===== src/rtl/uart_cmd_seq.sv =====
// uart_cmd_seq: sends the first cmd_len entries of a writable command table to a byte UART TX.
// Define UART_CMD_SEQ_AUTO_REPEAT_EN to re-send the frame every REPEAT_CYC cycles after done.
module uart_cmd_seq #(
  parameter int DATA_W      = 8,
  parameter int DEPTH       = 8,
  parameter int ADDR_W      = 3,
  parameter int LEN_W       = 4,
  parameter int GAP_CYC     = 16,
  parameter int TIMEOUT_CYC = 100000,
  parameter int REPEAT_CYC  = 1000000
) (
  input  logic              clk,
  input  logic              rst_n,
  input  logic              i_start,
  input  logic [LEN_W-1:0]  i_cmd_len,
  input  logic              i_wr_en,
  input  logic [ADDR_W-1:0] i_wr_addr,
  input  logic [DATA_W-1:0] i_wr_data,
  output logic [DATA_W-1:0] o_tx_data,
  output logic              o_tx_valid,
  input  logic              i_tx_ready,
  input  logic              i_tx_done,
  output logic              o_busy,
  output logic [ADDR_W-1:0] o_byte_idx,
  output logic              o_done,
  output logic              o_timeout_err
);
  localparam int TW = TIMEOUT_CYC > 1 ? $clog2(TIMEOUT_CYC) : 1;
  localparam int GW = GAP_CYC > 1 ? $clog2(GAP_CYC) : 1;
  localparam logic [TW-1:0] T_LAST = TW'(TIMEOUT_CYC - 1);
  localparam logic [GW-1:0] G_LAST = GW'(GAP_CYC > 0 ? GAP_CYC - 1 : 0);

  if (DEPTH < 1 || (1 << ADDR_W) < DEPTH || (1 << LEN_W) <= DEPTH || TIMEOUT_CYC < 1 || REPEAT_CYC < 1) begin : g_bad_param
    $error("uart_cmd_seq: inconsistent parameters");
  end

  typedef enum logic [2:0] {
    S_IDLE, S_SEND, S_WAIT_DONE, S_GAP, S_FINISH
`ifdef UART_CMD_SEQ_AUTO_REPEAT_EN
    , S_HOLD
`endif
  } state_t;

  state_t              r_state, w_state;
  logic [LEN_W-1:0]    r_len, w_len;
  logic [ADDR_W-1:0]   r_idx, w_idx;
  logic [DATA_W-1:0]   r_tx_data, w_tx_data;
  logic                r_tx_valid, w_tx_valid;
  logic                r_busy, w_busy;
  logic                r_done, w_done;
  logic                r_to_err, w_to_err;
  logic [TW-1:0]       r_to_cnt, w_to_cnt;
  logic [GW-1:0]       r_gap_cnt, w_gap_cnt;
  logic [DATA_W-1:0]   r_table [DEPTH];
  logic [LEN_W-1:0]    w_clamp;
  logic [ADDR_W-1:0]   w_idx_inc;
  logic                w_last;
`ifdef UART_CMD_SEQ_AUTO_REPEAT_EN
  localparam int RW = REPEAT_CYC > 1 ? $clog2(REPEAT_CYC) : 1;
  localparam logic [RW-1:0] R_LAST = RW'(REPEAT_CYC - 1);
  logic [RW-1:0]       r_rep_cnt, w_rep_cnt;
`endif

  assign w_clamp   = (int'(i_cmd_len) > DEPTH) ? LEN_W'(DEPTH) : i_cmd_len;
  assign w_idx_inc = r_idx + ADDR_W'(1);
  assign w_last    = (int'(r_idx) + 1) == int'(r_len);

  assign o_tx_data     = r_tx_data;
  assign o_tx_valid    = r_tx_valid;
  assign o_busy        = r_busy;
  assign o_byte_idx    = r_idx;
  assign o_done        = r_done;
  assign o_timeout_err = r_to_err;

  always_ff @(posedge clk or negedge rst_n) begin
    if (!rst_n) begin
      for (int i = 0; i < DEPTH; i++) r_table[i] <= '0;
    end else if (i_wr_en && !r_busy && int'(i_wr_addr) < DEPTH) begin
      r_table[i_wr_addr] <= i_wr_data;
    end
  end

  always_ff @(posedge clk or negedge rst_n) begin
    if (!rst_n) begin
      r_state    <= S_IDLE;
      r_len      <= '0;
      r_idx      <= '0;
      r_tx_data  <= '0;
      r_tx_valid <= 1'b0;
      r_busy     <= 1'b0;
      r_done     <= 1'b0;
      r_to_err   <= 1'b0;
      r_to_cnt   <= '0;
      r_gap_cnt  <= '0;
`ifdef UART_CMD_SEQ_AUTO_REPEAT_EN
      r_rep_cnt  <= '0;
`endif
    end else begin
      r_state    <= w_state;
      r_len      <= w_len;
      r_idx      <= w_idx;
      r_tx_data  <= w_tx_data;
      r_tx_valid <= w_tx_valid;
      r_busy     <= w_busy;
      r_done     <= w_done;
      r_to_err   <= w_to_err;
      r_to_cnt   <= w_to_cnt;
      r_gap_cnt  <= w_gap_cnt;
`ifdef UART_CMD_SEQ_AUTO_REPEAT_EN
      r_rep_cnt  <= w_rep_cnt;
`endif
    end
  end

  always_comb begin
    w_state    = r_state;
    w_len      = r_len;
    w_idx      = r_idx;
    w_tx_data  = r_tx_data;
    w_tx_valid = r_tx_valid;
    w_busy     = r_busy;
    w_done     = 1'b0;
    w_to_err   = 1'b0;
    w_to_cnt   = r_to_cnt;
    w_gap_cnt  = r_gap_cnt;
`ifdef UART_CMD_SEQ_AUTO_REPEAT_EN
    w_rep_cnt  = r_rep_cnt;
`endif
    case (r_state)
      // r_done blocks a start arriving on the done cycle
      S_IDLE: if (i_start && !r_done) begin
        w_len      = w_clamp;
        w_busy     = 1'b1;
        w_idx      = '0;
        w_state    = (w_clamp == '0) ? S_FINISH : S_SEND;
        w_tx_data  = (w_clamp == '0) ? r_tx_data : r_table[0];
        w_tx_valid = (w_clamp != '0);
      end
      S_SEND: if (i_tx_ready) begin
        w_tx_valid = 1'b0;
        w_to_cnt   = '0;
        w_state    = S_WAIT_DONE;
      end
      S_WAIT_DONE: if (i_tx_done) begin
        if (w_last) w_state = S_FINISH;
        else begin
          w_idx      = w_idx_inc;
          w_gap_cnt  = '0;
          w_state    = (GAP_CYC == 0) ? S_SEND : S_GAP;
          w_tx_data  = (GAP_CYC == 0) ? r_table[w_idx_inc] : r_tx_data;
          w_tx_valid = (GAP_CYC == 0);
        end
      end else if (r_to_cnt == T_LAST) begin
        w_to_err = 1'b1;
        w_busy   = 1'b0;
        w_idx    = '0;
        w_state  = S_IDLE;
      end else w_to_cnt = r_to_cnt + TW'(1);
      S_GAP: if (r_gap_cnt == G_LAST) begin
        w_state    = S_SEND;
        w_tx_data  = r_table[r_idx];
        w_tx_valid = 1'b1;
      end else w_gap_cnt = r_gap_cnt + GW'(1);
      S_FINISH: begin
        w_done = 1'b1;
        w_busy = 1'b0;
        w_idx  = '0;
`ifdef UART_CMD_SEQ_AUTO_REPEAT_EN
        w_state   = S_HOLD;
        w_rep_cnt = '0;
`else
        w_state = S_IDLE;
`endif
      end
`ifdef UART_CMD_SEQ_AUTO_REPEAT_EN
      // HOLD starts on the done cycle, so the resend lands REPEAT_CYC cycles after done
      S_HOLD: if (r_rep_cnt == R_LAST) begin
        w_busy     = 1'b1;
        w_idx      = '0;
        w_state    = (r_len == '0) ? S_FINISH : S_SEND;
        w_tx_data  = (r_len == '0) ? r_tx_data : r_table[0];
        w_tx_valid = (r_len != '0);
      end else w_rep_cnt = r_rep_cnt + RW'(1);
`endif
      default: w_state = S_IDLE;
    endcase
  end
endmodule


===== config.mk =====
export PLATFORM = sky130hd
export DESIGN_NAME = uart_cmd_seq
export DESIGN_NICKNAME = d
export VERILOG_FILES = /design/src/rtl/uart_cmd_seq.sv
export SDC_FILE = /design/constraint.sdc
export NUM_CORES = 1
export LEC_CHECK = 0
export CAP_MARGIN = 20
export CORE_ASPECT_RATIO = 0.9
export CORE_MARGIN = 4
export CORE_UTILIZATION = 62
export CTS_CLUSTER_SIZE = 20
export DETAILED_ROUTE_END_ITERATION = 16
export MAX_ROUTING_LAYER = met4
export PLACE_DENSITY_LB_ADDON = 0.3
export SETUP_SLACK_MARGIN = 0.02
export SKIP_CTS_REPAIR_TIMING = 1
export SLEW_MARGIN = 20
export SYNTH_ARGS = -nofsm -noshare
export SYNTH_HDL_FRONTEND = slang
export SYNTH_SLANG_ARGS = --single-unit

===== constraint.sdc =====
create_clock -name clk -period 5.1 [get_ports clk]
set_input_delay 1.53 -clock clk [delete_from_list [all_inputs] [get_ports clk]]
set_output_delay 1.53 -clock clk [all_outputs]
set_load 0.01 [all_outputs]

== Word level (Yosys, flattened, before mapping) ==
Cells that the tools add are included.

* Bits in registers: 107
* Input bits: 21
* Output and inout bits: 15
* Logic and storage cells: 113

* Add/sub/neg operators: 4
* $lt $le $gt $ge: 4
* Equality and inequality tests: 19
* Muxes and demuxes: 45
* Bitwise gates (word level): 2
* Reduce and logical (&&, ||, !) cells: 21

{| class="wikitable"
|+ Operators by type and width
! kind !! count
|-
| 64-bit bitwise mux || 1
|-
| 17-bit 2-to-1 mux || 3
|-
| 8-bit 2-to-1 mux || 6
|-
| 17-bit case mux with 2 select lines || 1
|-
| 3-bit 2-to-1 mux || 10
|-
| 8-bit binary-select mux with 3-bit select || 1
|-
| 8-bit demux with 3-bit select || 1
|-
| 4-bit AND reduction || 6
|-
| 2-bit != test (second input constant) || 10
|-
| 17-bit by 1-bit adder with 17-bit output (second input constant) || 1
|-
| 17-bit == test (second input constant) || 1
|-
| 4-bit 2-to-1 mux || 4
|-
| 8-bit case mux with 2 select lines || 1
|-
| 1-bit 2-to-1 mux || 12
|-
| 3-bit case mux with 4 select lines || 1
|-
| 3-bit case mux with 3 select lines || 1
|-
| 4-bit >= comparator (second input constant) || 2
|-
| 3-bit inverter with 4-bit output || 2
|-
| 4-bit case mux with 2 select lines || 1
|-
| 4-bit nonzero test || 2
|-
| 3-bit by 2-bit == test with 1-bit output (second input constant) || 2
|-
| 3-bit != test (second input constant) || 2
|-
| 6-bit AND reduction || 1
|-
| 2-bit nonzero test || 3
|-
| 17 further kinds || 20
|}

== Depth between registers and ports, before layout ==
Gate-level depths: netlist of the first run.

* Depth after elaboration: 6
* Gate-level depth with buffers: 8
* Mapped depth without buffers: 6

== Worst setup path before layout of the first run ==
No wires, ideal clock.

* Path kind: in2reg
* Start point: input port i_tx_done
* End point: register r_to_cnt[6]
* Setup time: 0.078 ns
* Data arrival time: 2.783 ns
* Required time: 5.022 ns
* Path slack: 2.239 ns
* Stages: 4
* Path buffers: 0
* Path through: or3b_4 > a21o_1 > or4_1 > a21oi_1

* Longest elaborated chain between the ends: 2

{| class="wikitable"
|+ Ends and longest elaborated chain
! what !! RTL line !! RTL
|-
| start: declaration || 22 || <nowiki>input logic i_tx_done,</nowiki>
|-
| 2-bit != test (no source line) || -- ||
|-
| 4-bit AND reduction (no source line) || -- ||
|-
| end signal: assignment || 107 || <nowiki>r_to_cnt <= w_to_cnt;</nowiki>
|-
| end: declaration || 52 || <nowiki>logic [TW-1:0] r_to_cnt, w_to_cnt;</nowiki>
|}

No other way between the ends.
A chain may end at the register's enable or synchronous reset.

== Worst setup path after layout of the first run ==
* Start point: register r_idx[1] (netlist: o_byte_idx[1])
* End point: output port o_byte_idx[1]

{| class="wikitable"
|+ RTL lines
! what !! RTL line !! RTL
|-
| start: declaration || 46 || <nowiki>logic [ADDR_W-1:0] r_idx, w_idx;</nowiki>
|-
| start signal: assignment || 101 || <nowiki>r_idx <= w_idx;</nowiki>
|-
| end: declaration || 24 || <nowiki>output logic [ADDR_W-1:0] o_byte_idx,</nowiki>
|}

No word-level cell between the ends.

==> summary.md, run 1 <==
| Metric | Value |
|---|---|
| DRC | `0` |
| Total global-route track usage | `25.2%` |
| CTS tree | `done` |
| Row count | `31` |
| CP Launch Type | `flip-flop` |
| Synth Instances | `approximately 440` |
| Initial drt markers | `233` |
| Min-delay worst type | `reg2reg` |
| Tot Pwr | `3.13 mW` |
| Fin util | `72.6%` |
| H-tree depth | `3` |
| Post-Route WL | `11.2 mm` |
| Final slew viol count | `0` |
| Leading cell types by total area after synthesis | `dfrtp_1 51%, mux2_2 14%, mux4_2 6.8%` |
| Critical path data required time | `about 3600 ps` |
| Fraction of layout instances using a drive strength above 1 | `24.1%` |
| Fin. Hold Viols | `0` |
| EDFF count, synth | `0` |
| Max clock buf depth | `2` |
| Root Driver | `clkbuf_8` |
| GP Congestion | `0.858` |
| Syn nets | `461` |
| Slowest cell delay on critical path | `1030 ps` |
| Yosys cell types | `between 50 and 60` |
| Worst EP arrival | `2110 ps` |
| Fmax | `274 MHz` |
| Final Cycle Share | `71.5%` |
| WP buf/inv | `1` |
| Overflow after GRT | `0` |
| Antenna-violating nets left | `0` |
| Initial Utilization | `64.6%` |
| Total core area | `8180 sq um` |
| Hold path startpoint | `o_tx_data[0]` |
| Via density | `6.24` |
| Final setup vio count | `0` |
| NumNets Final | `slightly below 500` |
| Via Count | `3669` |
| Worst Setup Path Type | `reg2out` |
| Post-route cell area | `just under 6000 sq um` |
| Shortest period the worst path allows | `around 3600 ps` |
| Vias in the first global route | `3863` |
| Diodes inserted | `0` |
| Worst skew pair latency | `390 ps` |
| Slew headroom | `31.4%` |
| Min-Delay Endpoint | `o_tx_data[0]` |
| Largest net degree at the start of global routing | `46` |
| RSZ-0062 raised after global routing | `false` |
| Average wire per standard cell | `between 15 and 20 microns` |
| FF-to-FF Start | `o_byte_idx[1]` |
| Chip height | `around 96 microns` |
| Syn avg cell area | `12.1 sq um` |
| WP depth | `1` |
| Dpl hpwl | `7.52 mm` |
| Initial antenna violation count | `0` |
| Worst Tran Pin Value | `1030 ps` |
| R2r endpoint | `o_byte_idx[2]` |
| Max-Cap Viols | `0` |
| Worst-case reg-to-reg path depth | `6` |
| Buffers on Ports | `35` |
| First-pass detailed-route iteration total | `4` |
| Yosys top cell area share | `50.7%` |
| Cell taking the most area after synthesis | `dfrtp_1` |
| DP Area | `5720 sq um` |
| CP cell instances | `clkdlybuf4s50_1` |
| Critical-path top delay cell | `dfrtp_1` |
| Maximum vdd drop | `roughly 0.00035 V` |
| Flop2flop setup slack | `between 2000 and 2500 ps` |
| CTS Buf Count | `9` |
| Hold Path Depth | `2` |
| Clock Skews | `16.3 ps` |
| Die ar. | `between 10000 and 15000 sq um` |
| Synth Flop Type | `dfrtp_1` |
| Synthesized flop and latch total | `about 110` |
| Status | `complete, no violations` |
| Async SR Flop Fraction | `100%` |
| Die width | `105 microns` |
| Global-route wire length before repair | `~19 mm` |
| Lkg Pwr | `2.43 nW` |
| Mapped Area | `~5300 sq um` |
| Layout area overhead | `12.4%` |
| Top cell family by delay on the critical path | `flip-flops` |
| Clock sinks | `107` |
| Synth warnings | `0` |
| P per Cell Area | `526 nW/um^2` |
| Worst setup EP type | `output port` |
| Clk pin slew, worst setup/hold paths | `110 ps` |
| Setup_tns | `0 ps` |
| Boundary Pins | `36` |
| Max FO, Critical Path | `23` |
| Sequential area share after synthesis | `50.7%` |
-- Yosys cell counts, types with 2 or more instances --
cell type and number:
a211o_1 3, a21o_1 2, a21oi_1 12, a221o_1 2, and2_1 3, and3_1 5
buf_2 9, clkbuf_1 9, dfrtp_1 107, ha_1 3, inv_1 5, mux2_2 67
mux2i_1 9, mux4_2 16, nand2_1 41, nand2b_1 4, nand3_1 5, nand3b_1 8
nand4_1 8, nor2_1 15, nor2b_1 5, nor3_1 6, nor3b_1 3, nor3b_2 2
nor4_1 5, o211ai_1 4, o21ai_0 31, o22ai_1 2, o31ai_1 4, or3_1 7
or4_1 8, xnor2_1 3, xor2_1 4
-- report_power, final --
part	total, mW	switching, mW	internal [mW]
clock	0.558	0.307	0.251
combinational	1.13	0.503	0.626
sequential	1.44	0.250	1.19
-- routing by layer --
layer | global-route usage [%] | routed length, microns | up-vias
met5 | - | 0 | -
met4 | 9.84 | 222 | 0
met3 | 4.87 | 515 | 20
met2 | 42.9 | 5630 | 100
met1 | 29.9 | 4810 | 1845
li1 | - | - | 1704
-- cells in the final DEF, fill, tap and decap left out, types with 5 or more instances in the layout --
cell type / synthesis / layout
a21oi_1: 12 / 12
and3_1: 5 / 5
buf_4: 1 / 5
clkbuf_8: 0 / 10
clkdlybuf4s50_1: 0 / 34
dfrtp_1: 107 / 107
inv_1: 5 / 5
mux2_2: 67 / 67
mux2i_1: 9 / 9
mux4_2: 16 / 16
nand2_1: 41 / 41
nand3_1: 5 / 5
nand3b_1: 8 / 8
nand4_1: 8 / 8
nor2_1: 15 / 15
nor2b_1: 5 / 5
nor3_1: 6 / 6
nor4_1: 5 / 5
o21ai_0: 31 / 31
or3_1: 7 / 7
or4_1: 8 / 8
-- area by class of cell --
cell class / instances / area (sq um)
clock buffers: 10 / 138
clock inverters: 6 / 77.6
fillers: 563 / 2240
inverters: 5 / 18.8
multi-input cells: 306 / 2510
flip-flops and latches: 107 / 2680
well taps: 115 / 144
repair buffers: 39 / 378
-- cells by family (layout without fill, tap and decap cells) --
logic type               Yosys count  count (layout)  synth area share, %
multiplexers                      92              92                 22.8
AO/OA/AOI/OAI                     70              70                 8.43
adder cells (fa/ha/maj)            3               3                0.710
flip-flops                       107             107                 50.7
buffers and inverters             24              60                 1.99
XOR/XNOR                           7               7                 1.16
AND/OR/NAND/NOR                  134             134                 14.3
-- flip-flops by register name (all words and copies together), names as in the netlist --
name           count
r_gap_cnt          4
o_byte_idx         3
r_state            3
o_busy             1
o_tx_valid         1
r_table           64
r_to_cnt          17
o_done             1
r_len              4
o_tx_data          8
o_timeout_err      1
-- metrics by stage --
step / std cells / worst slack [ps] / hold WS (ps)
6_report: 588 / 1460 / 503
2_1_floorplan: 437 / 2240 / 474
3_5_place_dp: 572 / 1520 / 477
3_3_place_gp: 572 / 1590 / 467
5_1_grt: 588 / 1390 / 535
4_1_cts: 588 / 1450 / 503
-- how the worst max path moves through the flow --
stage / startpoint / endpoint / slack [ps]
2_1_floorplan: i_tx_done / r_to_cnt[6] / 2240
3_3_place_gp: i_cmd_len[0] / o_tx_valid / 1590
3_5_place_dp: i_tx_done / r_to_cnt[13] / 1520
4_1_cts: o_byte_idx[1] / o_byte_idx[1] / 1450
5_1_grt: o_byte_idx[1] / o_byte_idx[1] / 1390
6_report: o_byte_idx[1] / o_byte_idx[1] / 1460
Power figures use the tool's default switching activity.
==> run 2, diff against run 1 <==
- CORE_UTILIZATION: 62 -> 59
- clock period: 5.1 -> 3.5 ns (I/O delays scaled with it)
==> summary.md, run 2 (synthesized netlist as in run 1, its figures left out) <==
| Metric | Value |
|---|---|
| Status | `complete, no violations` |
| CTS tree | `done` |
| H-tree depth | `3` |
| CP Capture Point | `o_byte_idx[0]` |
| Internal power | `2.95 mW` |
| Max clock buf depth | `2` |
| Max FO, Critical Path | `21` |
| DP Area | `5810 sq um` |
| Final Cycle Share | `79.2%` |
| Row count | `32` |
| Root Driver | `clkbuf_8` |
| Dpl hpwl | `7.75 mm` |
| RSZ-0062 raised after global routing | `false` |
| Overflow after GRT | `0` |
| Commonest non-fill, non-tap cell in the layout | `dfrtp_1` |
| Worst setup EP type | `output port` |
| CP cell instances | `buf_4 > clkdlybuf4s50_1` |
| Switching Power | `1.50 mW` |
| Most frequent cells in the layout | `107 x dfrtp_1, 67 x mux2_2, 41 x nand2_1` |
| Post-Route WL | `approximately 11 mm` |
| Via density | `6.10` |
| Post-route cell area | `5990 sq um` |
| CP startpoint | `o_byte_idx[0]` |
| Clock sinks | `around 110` |
| DRC | `0` |
| WP depth | `2` |
| Chip height | `97.8 microns` |
| Total global-route track usage | `23.0%` |
| Final setup vio count | `0` |
| Critical path data required time | `2450 ps` |
| Max FFs per register | `64` |
| Antenna-violating nets left | `0` |
| NumNets Final | `502` |
| Initial drt markers | `roughly 240` |
| Top cell family by delay on the critical path | `buffers and inverters` |
| Shortest period the worst path allows | `~2800 ps` |
| Hold path startpoint | `o_tx_data[2]` |
| CTS Buf Count | `9` |
| Worst Setup Path Type | `reg2out` |
| Boundary Pins | `36` |
| Initial Utilization | `61.1%` |
| Max-Cap Viols | `0` |
| Die ar. | `between 10000 and 15000 sq um` |
| Worst skew pair latency | `about 370 ps` |
| Slowest cell delay on critical path | `~620 ps` |
| Fraction of layout instances using a drive strength above 1 | `25.3%` |
| Worst Tran Pin Value | `675 ps` |
| Clk pin slew, worst setup/hold paths | `roughly 100 ps` |
| Logic pwr share | `38.0%` |
| Worst-case reg-to-reg path depth | `6` |
| Via Count | `3668` |
| Buffers on Ports | `35` |
| Vias in the first global route | `3719` |
| Final slew viol count | `0` |
| Average wire per standard cell | `18.3 microns` |
| Layout area overhead | `13.4%` |
| P per Cell Area | `742 nW/um^2` |
| Fin. Hold Viols | `0` |
| Initial antenna violation count | `0` |
| FF-to-FF Start | `r_to_cnt[0]` |
| Maximum vdd drop | `0.000479 V` |
| Setup_tns | `0 ps` |
| Die width | `108 microns` |
| Largest net degree at the start of global routing | `between 40 and 50` |
| Lkg Pwr | `2.46 nW` |
| R2r endpoint | `o_byte_idx[2]` |
| Worst EP arrival | `1720 ps` |
| Worst hold slack | `501 ps` |
| Reg power frac | `a little under half` |
| CP Launch Type | `flip-flop` |
| Largest register by flop count | `r_table` |
| Slew headroom | `54.8%` |
| Clock share of power | `15.6%` |
| WP buf/inv | `2` |
| Total core area | `just under 9000 sq um` |
| Min-delay worst type | `reg2reg` |
| Fmax | `between 300 and 400 MHz` |
| First-pass detailed-route iteration total | `5` |
| Diodes inserted | `0` |
| Clock Skews | `11.6 ps` |
| Flop2flop setup slack | `1130 ps` |
| Sw Ratio | `33.7%` |
| Global-route wire length before repair | `18.6 mm` |
| GP Congestion | `0.893` |
| Critical-path top delay cell | `clkdlybuf4s50_1` |
run 2: cell count changes in the layout (fill, tap and decap cells not counted), sizes merged:
cell,previous run,this run
bufinv,1,0
buf,5,15
inv,9,7
clkbuf,10,11
clkinv,0,1
run 2: power by group through the flow:
stage                     Clock (mW)  Sequential (mW)  Combinational (mW)
after CTS                      0.715             2.06                1.70
after global routing           0.763             2.13                1.86
after floorplan                    0             1.98                1.26
after global placement             0             2.04                1.62
after detailed placement           0             2.08                1.69
final                          0.695             2.06                1.69
run 2: worst min-delay path, delay by kind of cell (launching register included):
| kind | cells | cell delay [ps] |
|---|---|---|
| compound gates | 1 | 60 |
| simple gates | 1 | 50 |
| flops | 1 | 360 |
run 2: metal layers:
layer	part of all wire (%)	vias up	GRT usage [%]
met1	44	1852	30.9
met2	50	96	36.3
met5	0	-	-
met3	5.3	13	4.56
met4	1.1	0	5.83
li1	-	1707	-
run 2: area by class of cell:
| cell class | count | area (sq um) |
|---|---|---|
| clock buffer | 11 | 141 |
| clock inverter | 4 | 33.8 |
| fill | 631 | 2650 |
| inverter | 5 | 18.8 |
| multi-input combinational | 306 | 2510 |
| sequential | 107 | 2680 |
| tap | 119 | 149 |
| timing repair buffer | 49 | 465 |
run 2: through the flow:
step	power (mW)	cells	util, %	setup WS [ps]
2_1_floorplan	3.24	437	-	1120
3_3_place_gp	3.67	586	67.2	508
5_1_grt	4.76	601	69.3	609
6_report	4.45	601	69.3	728
4_1_cts	4.47	601	69.2	684
3_5_place_dp	3.77	586	67.2	432
run 2: worst min-delay path by stage:
stage / end / cells after the start / slack, ps
3_5_place_dp: o_tx_data[4] / 2 / 480
5_1_grt: r_table[45] / 1 / 530
6_report: o_tx_data[2] / 2 / 500
4_1_cts: o_tx_data[2] / 2 / 500
3_3_place_gp: o_tx_data[5] / 2 / 470
2_1_floorplan: r_table[40] / 1 / 470
==> run 3, diff against run 2 <==
- clock period: 3.5 -> 2.6 ns (I/O delays scaled with it)
==> summary.md, run 3 (synthesized netlist as in run 1, its figures left out) <==
| Metric | Value |
|---|---|
| DR top layer | `met4` |
| Global-route wire length before repair | `approximately 19 mm` |
| Overflow after GRT | `0` |
| Worst EP arrival | `1640 ps` |
| Shortest period the worst path allows | `2420 ps` |
| CP Launch Type | `flip-flop` |
| Boundary Pins | `36` |
| Via Count | `between 3000 and 4000` |
| First-pass detailed-route iteration total | `5` |
| GP Congestion | `0.889` |
| Diodes inserted | `0` |
| Worst hold slack | `320 ps` |
| Multi-input gate area | `about 2500 sq um` |
| Total global-route track usage | `about a quarter` |
| Layout fillers | `610` |
| NumNets Final | `518` |
| Min-delay worst type | `in2async` |
| CTS Buf Count | `9` |
| Fraction of layout instances using a drive strength above 1 | `27.9%` |
| Worst Tran Pin Value | `488 ps` |
| Largest net degree at the start of global routing | `58` |
| Wire length on met3 | `608 microns` |
| Final setup vio count | `0` |
| Root Driver | `clkbuf_8` |
| Die ar. | `10500 sq um` |
| Clk pin slew, worst setup/hold paths | `100 ps` |
| Max FO, Critical Path | `21` |
| Dpl ws | `-46.4 ps` |
| Layout area overhead | `16.5%` |
| Max FFs per register | `64` |
| Average wire per standard cell | `between 15 and 20 microns` |
| Lkg Pwr | `between 2 and 3 nW` |
| Commonest non-fill, non-tap cell in the layout | `dfrtp_1` |
| Worst setup EP type | `output port` |
| Final slew viol count | `0` |
| Met1 Wirelength | `4.87 mm` |
| DRC | `0` |
| Post-Route WL | `11.3 mm` |
| Post-route cell area | `6160 sq um` |
| Max-Cap Viols | `0` |
| Via density | `6.04` |
| Fin. Hold Viols | `0` |
| Max clock buf depth | `2` |
| Critical path data required time | `1820 ps` |
| Clock Skews | `13.7 ps` |
| Metal2 WL | `5.65 mm` |
| Largest register by flop count | `r_table` |
| Chip height | `97.8 microns` |
| Final Cycle Share | `roughly 93%` |
| Register Area | `about 2700 sq um` |
| RSZ-0062 raised after global routing | `false` |
| Vias in the first global route | `3714` |
| Buffers on Ports | `35` |
| Slew headroom | `67.5%` |
| Initial drt markers | `203` |
| Status | `complete, no violations` |
| Antenna-violating nets left | `0` |
| Initial antenna violation count | `0` |
| Worst skew pair latency | `380 ps` |
| Die width | `108 microns` |
| Worst Setup Path Type | `reg2out` |
| H-tree depth | `3` |
| DP Area | `5950 sq um` |
| Most frequent cells in the layout | `107 x dfrtp_1, 67 x mux2_2, 41 x nand2_1` |
| P per Cell Area | `1000 nW/um^2` |
| Fin util | `71.2%` |
| Initial Utilization | `61.1%` |
| Tot Pwr | `6.16 mW` |
| Dpl hpwl | `7.88 mm` |
| Total core area | `8650 sq um` |
| Row count | `32` |
| Clock sinks | `107` |
| CTS tree | `done` |
| Worst setup margin | `177 ps` |
| Maximum vdd drop | `approximately 0.00061 V` |
| Flop2flop setup slack | `between 300 and 400 ps` |
| Fmax | `a little over 400 MHz` |
run 3: cell types whose count changed in the layout (fill, tap and decap cells not counted), sizes merged:
cell / before / now
clkinv: 1 / 2
buf: 15 / 31
bufinv: 0 / 1
clkbuf: 11 / 10
inv: 7 / 8
clkinvlp: 1 / 0
run 3: layer usage:
metal,up-vias,GRT usage (%)
met3,14,5.75
met1,1863,31.6
met4,0,6.02
met5,-,-
met2,107,36.3
li1,1746,-
run 3: where the power goes:
group	switching, mW	total (mW)	internal (mW)
sequential	0.464	2.80	2.34
combinational	1.00	2.30	1.30
clock	0.594	1.06	0.469
run 3: final cells by class:
class                      count  share of cell area [%]
sequential                   107                    43.5
clock inverter                 6                    1.32
tap                          119                    2.42
clock buffer                  10                    2.07
inverter                       5                   0.305
multi-input combinational    306                    40.6
timing repair buffer          65                    9.77
run 3: critical path, cell delays in order, from the launching register on:
cell and delay (ps):
dfrtp_1 380, buf_6 280, clkdlybuf4s50_1 600
run 3: worst paths after layout:
check / startpoint / end / depth (start not counted)
worst min-delay path: rst_n / r_to_cnt[5] / 1
min in group clk: r_table[42] / r_table[42] / 1
max in group asynchronous: rst_n / r_table[2] / 2
worst max-delay path: o_byte_idx[0] / o_byte_idx[0] / 2
worst min register to register: r_table[42] / r_table[42] / 1
worst max register to register: o_byte_idx[0] / o_byte_idx[2] / 6
run 3: stage by stage:
stage / TNS (ps) / cells
2_1_floorplan: 0 / 437
3_3_place_gp: -48.7 / 602
3_5_place_dp: -328 / 602
4_1_cts: 0 / 618
5_1_grt: 0 / 618
6_report: 0 / 618
